==> src/rtl/timer_dev.sv <==
// Memory-mapped countdown timer on the CPU data bus: CTRL/PRESET/COUNT window,
// a 4-state load/count/interrupt sequencer and a maskable interrupt request.
`timescale 1ns/1ps
module timer_dev #(
  parameter logic [31:0] BASE_ADDR = 32'h0000_7F00
) (
  input  logic        clk,
  input  logic        reset,
  input  logic [31:0] addr,
  input  logic        we,
  input  logic [31:0] wdata,
  output logic [31:0] rdata,
  output logic        hit,
  output logic        irq
);

  localparam logic [1:0] ST_IDLE = 2'd0;
  localparam logic [1:0] ST_LOAD = 2'd1;
  localparam logic [1:0] ST_CNT  = 2'd2;
  localparam logic [1:0] ST_INT  = 2'd3;

  localparam logic [1:0] MODE_RELOAD = 2'b01;

  logic [3:0]  ctrl_q,     ctrl_d;
  logic [31:0] preset_q,   preset_d;
  logic [31:0] count_q,    count_d;
  logic [1:0]  state_q,    state_d;
  logic        irq_flag_q, irq_flag_d;

  logic sel_ctrl, sel_preset, sel_count;
  logic wr_ctrl, wr_preset;
  logic flag_set, flag_clr_fsm;

  // Full 32-bit compare against aligned words also rejects misaligned addresses.
  assign sel_ctrl   = (addr == BASE_ADDR);
  assign sel_preset = (addr == BASE_ADDR + 32'd4);
  assign sel_count  = (addr == BASE_ADDR + 32'd8);
  assign hit        = sel_ctrl | sel_preset | sel_count;

  assign wr_ctrl    = we & sel_ctrl;
  assign wr_preset  = we & sel_preset;

  assign irq = irq_flag_q & ctrl_q[3];

  always_comb begin
    rdata = '0;
    if (sel_ctrl)   rdata = {28'd0, ctrl_q};
    if (sel_preset) rdata = preset_q;
    if (sel_count)  rdata = count_q;
  end

  always_comb begin
    ctrl_d       = ctrl_q;
    preset_d     = preset_q;
    count_d      = count_q;
    state_d      = state_q;
    flag_set     = 1'b0;
    flag_clr_fsm = 1'b0;

    case (state_q)
      ST_IDLE: begin
        if (ctrl_q[0]) state_d = ST_LOAD;
      end
      ST_LOAD: begin
        count_d = preset_q;
        state_d = ST_CNT;
      end
      ST_CNT: begin
        if (!ctrl_q[0]) begin
          state_d = ST_IDLE;
        end else if (count_q > 32'd1) begin
          count_d = count_q - 32'd1;
        end else begin
          count_d  = '0;
          flag_set = 1'b1;
          state_d  = ST_INT;
        end
      end
      default: begin
        if (ctrl_q[2:1] == MODE_RELOAD) begin
          flag_clr_fsm = 1'b1;
        end else begin
          ctrl_d[0] = 1'b0;
        end
        state_d = ST_IDLE;
      end
    endcase

    // Bus stores are applied last so a CTRL write overrides the FSM's EN clear.
    if (wr_ctrl)   ctrl_d   = wdata[3:0];
    if (wr_preset) preset_d = wdata;

    if (flag_set) begin
      irq_flag_d = 1'b1;
    end else if (wr_ctrl || wr_preset || flag_clr_fsm) begin
      irq_flag_d = 1'b0;
    end else begin
      irq_flag_d = irq_flag_q;
    end
  end

  always_ff @(posedge clk or negedge reset) begin
    if (!reset) begin
      ctrl_q     <= '0;
      preset_q   <= '0;
      count_q    <= '0;
      state_q    <= ST_IDLE;
      irq_flag_q <= 1'b0;
    end else begin
      ctrl_q     <= ctrl_d;
      preset_q   <= preset_d;
      count_q    <= count_d;
      state_q    <= state_d;
      irq_flag_q <= irq_flag_d;
    end
  end

endmodule

==> config.mk <==
export PLATFORM = sky130hd
export DESIGN_NAME = timer_dev
export DESIGN_NICKNAME = d
export VERILOG_FILES = /design/src/rtl/timer_dev.sv
export SDC_FILE = /design/constraint.sdc
export NUM_CORES = 1
export LEC_CHECK = 0
export CAP_MARGIN = 40
export CORE_UTILIZATION = 48
export DETAILED_ROUTE_END_ITERATION = 8
export GPL_ROUTABILITY_DRIVEN = 0
export PLACE_DENSITY = 0.78
export REMOVE_ABC_BUFFERS = 1
export SLEW_MARGIN = 20
export SYNTH_ARGS = -nofsm -noshare
export SYNTH_HDL_FRONTEND = slang
export SYNTH_SLANG_ARGS = --single-unit
==> constraint.sdc <==
create_clock -name clk -period 4.95 [get_ports clk]
set_input_delay 0.99 -clock clk [delete_from_list [all_inputs] [get_ports clk]]
set_output_delay 0.99 -clock clk [all_outputs]
set_load 0.02 [all_outputs]
== Word level (Yosys, flattened, before mapping) ==
Cells that the tools add are included.
Word-level totals
  bits of input ports: 67
  word-level logic and storage cells: 53
  flip-flop bits (word level): 71
  output and inout bits: 34
Cells by class
  bitwise gates (word level): 5
  $add $sub $neg: 1
  reductions and logical operators: 9
  multiplexer cells: 20
  equal/unequal tests: 11
  magnitude comparators: 1
Operators by type and width (number)
  2-to-1 mux 32 bit: 4
  == test 32 x 15 -> 1 bit, second input constant: 3
  case mux 32 bit (2 select lines): 1
  greater-than comparator 32 x 1 -> 1 bit, second input constant: 1
  subtractor 32 x 1 -> 32 bit, second input constant: 1
  2-to-1 mux 1 bit: 10
  2-to-1 mux 2 bit: 3
  != test 2 bit, second input constant: 3
  case mux 2 bit (3 select lines): 1
  AND reduction 2 bit: 3
  == test 2 x 1 -> 1 bit, second input constant: 2
  2-to-1 mux 4 bit: 1
  nonzero test 2 bit: 2
  bitwise AND 1 bit: 3
  != test 3 bit, second input constant: 1
  OR reduction 3 bit: 1
  == test 2 bit, second input constant: 1
  logical NOT 2 bit: 1
  logical OR 1 bit: 2
  != test 2 x 1 -> 1 bit, second input constant: 1
  OR 1 bit: 2

== Logic depth before layout (Yosys ltp) ==
  depth in word-level cells: 6
  gate-level depth with buffers: 8
  depth with buffers taken out: 7

== Worst setup path before layout ==
No wires, ideal clock.
  path type: input port to output port
  start point: input addr[15]
  end point: output rdata[11]
  arrival: 2.639 ns
  setup slack: 1.321 ns
  data required time: 3.960 ns
  stages: 6
  path buffers: 2
  cell sequence: nor4b_1 > nand4_1 > nor4b_1 > clkbuf_1 > buf_1 > a22o_1
Between the ends
  cells in the longest elaborated chain, start to end: 3
  elaborated cells between the ends (all ways): 4
  classes of those cells: 2 x eq/ne; 2 x mux
RTL lines
  from (decl): line 9  | input logic [31:0] addr,
  == test 32 x 15 -> 1 bit: line 36  | assign sel_preset = (addr == BASE_ADDR + 32'd4);
  2-to-1 mux 32 bit: line 48  | if (sel_preset) rdata = preset_q;
  2-to-1 mux 32 bit *: line 49  | if (sel_count) rdata = count_q;
  to (decl): line 12  | output logic [31:0] rdata,
Every way passes the cells marked *; elsewhere a longest branch is shown, timed or not.

== Worst setup path after layout ==
  start point: input addr[4]
  end point: output rdata[5]
The elaborated chain is that of the path after synthesis.

==> results.toml <==
[layout]
stdcell_area_mm2 = 0.00533
drive_above_1_share_pct = 12.8
diodes = 0
fin_nets = 581
instances_no_fill = 620
area_growth_syn_to_layout_pct = 30.5

[timing]
final_min_period_over_clock_period_pct = 89.0
hold_violations = 0
fmax_mhz = 227
setup_viol = 0
rsz0062_at_grt = "no"
hold-worst-slack_ps = 511
skew_ps = 6.77
slew_violations = 0
slew-limit-headroom_pct = 45.7
worst_slew_pin_slew_ps = 808
fin_crit_ps = 4400
timing.final.ws_setup_ps = 546

[min_path]
min_from = "count_q[25]"
min_to = "count_q[25]"
hold_class = "register to register"
hold_depth = 1

[placed_design]
place_inst = 606
pre_cts_slack_ps = 552
place.port_buffers = 100
dp.final_hpwl_um = 7890
placed_area_mm2 = 0.00518

[setup_path]
timing.rr.start = "count_q[22]"
cp.arrival_ps = 3410
path_class = "input pin to primary output"
crit_path_start_kind = "input pin"
regToRegEndpoint = "count_q[23]"
ff2ff_setup_slack_ps = 1560
worstPathRequired_ps = 3960
crit_start = "addr[4]"
critPathMaxFanout = 33
endpoint_kind = "primary output"
worstRegToRegCells = 5

[cts]
post_cts_buffers = 0
numCtsBuffers = 9
postCtsResizedCells = 0
clkTransAtPathRegs_ps = 70
clock_latency_ps = 350
cts_buffer_depth = 2
hold_buffers = 0
clkSinkCount = 71
cts_tree = "yes"
cts_htree_levels = 3
cts_root_buf = "clkbuf_8"

[drt]
viasPerCell = 6.34
drc = 0
post_drt_wl_per_cell_um = 18.1
drt_first_iter_violations = 265
dr.pass1.iters = 5
vias = 3929
drt-total-wl_um = 11200
ant_nets = 0

[synthesis]
ys_seq_area_share_pct = 43.5
ys_types = 49
avgSynthCellArea_um2 = 9.63
synthCells = 424
ys_async_sr_fraction_pct = 100
synth_edf_count = 0
synth_area_mm2 = 0.00408
yosysWarnings = 0
synth_flop_cell = "dfrtp_1"
ys_ff_latch = 71

[floorplan]
row_count = 33
fp.dieH_um = 94.2
die_w_um = 94.2
dieArea_mm2 = 0.00888
initial_core_util_pct = 49.7
core_mm2 = 0.00822
boundaryPins = 101

[grt]
grt_pass1_wl_um = 18600
grt_max_degree = 34
track_usage_pct = 27.0
grt-ovfl-total = 0
grt_pass1_vias = 3792
antenna_found_initial = 0

[pwr]
vdd_ir_drop_max_uv = 134
leakage_nw = 2.47
power_density_mw_per_mm2 = 193
finalPower_mw = 1.03

[job]
max_cap_viol_count = 0

[status]
status = "finished, final reports clean"
-- critical path, stage by stage --
cell and delay [ps]:
clkdlybuf4s50_1 400, nor4_1 320, nand4_1 230, nor4_2 260
buf_4 380, a22o_1 220, clkdlybuf4s50_1 600
-- placed cells by master, fill, tap and decap left out, types with 8 or more instances in the layout --
cell type and count:
dfrtp_1 71, a21oi_1 14, o211ai_1 8, mux2_2 36, nor2_1 22, nor3_1 14
a22oi_1 9, o21ai_0 13, or3_1 9, a22o_1 28, nand3_1 29, clkbuf_8 9
buf_4 8, nand2_1 31, nor4_1 12, or4_1 11, o311ai_0 9, clkdlybuf4s50_1 99
-- Yosys cell counts (all sizes together) (3+ instances only) --
cell type | count | area (um^2)
nand3 | 29 | 145
nor4 | 13 | 81.3
mux2 | 36 | 405
dfrtp | 71 | 1780
or3 | 9 | 56.3
a21oi | 14 | 70.1
a32oi | 4 | 35.0
o211ai | 8 | 60.1
nor4b | 3 | 26.3
or4 | 13 | 105
a22o | 28 | 245
a31oi | 5 | 31.3
nor3 | 14 | 70.1
clkbuf | 26 | 97.6
inv | 7 | 26.3
a22oi | 9 | 67.6
and3 | 4 | 25.0
mux2i | 6 | 60.1
nand4 | 7 | 43.8
nand2b | 5 | 31.3
buf | 7 | 28.8
o21ai | 13 | 65.1
nand2 | 31 | 116
nor2 | 22 | 82.6
o311ai | 9 | 78.8
-- state kept, by name (all words and copies together), names as in the netlist --
signal and count:
count_q 32, ctrl_q 4, irq_flag_q 1, preset_q 32
state_q 2
-- cells by family after synthesis --
logic type | share of synthesized area [%]
flops | 43.5
buf+inv | 3.74
mux | 11.4
fa+ha+maj | 0.613
compound gates | 19.1
simple gates | 21.6
-- report_power, final --
group          switching [mW]  internal, mW
clock                   0.205         0.175
sequential       0.0000000150         0.580
combinational          0.0215        0.0489
total                   0.227         0.804
-- area by class of cell --
class                      count  area [um^2]
sequential                    71         1780
timing repair buffer         110         1080
fill                         703         2890
inverter                       7         26.3
tap                          105          131
multi-input combinational    313         2170
clock inverter                 2         10.0
clock buffer                  12          135
-- stage by stage --
stage / setup TNS (ps) / utilization, %
floorplan: -39660 / -
global placement: 0 / 62.8
detailed placement: 0 / 63.1
CTS: 0 / 64.9
global route: 0 / 64.9
finish: 0 / 64.9
-- worst max-delay path by stage --
stage / endpoint / slack (ps) / depth (start not counted)
after CTS: rdata[5] / 540 / 7
after global routing: rdata[4] / 350 / 7
after global placement: rdata[5] / 600 / 7
final: rdata[5] / 550 / 7
after floorplan: preset_q[0] / -870 / 5
after detailed placement: rdata[5] / 550 / 7
-- metal layers --
layer / track usage, % / wire length (um)
met4: 8.97 / 119
met5: 0 / 0
met2: 44.5 / 5370
met3: 5.10 / 899
met1: 35.6 / 4820
Note: power is estimated with default switching activity, not from simulation.
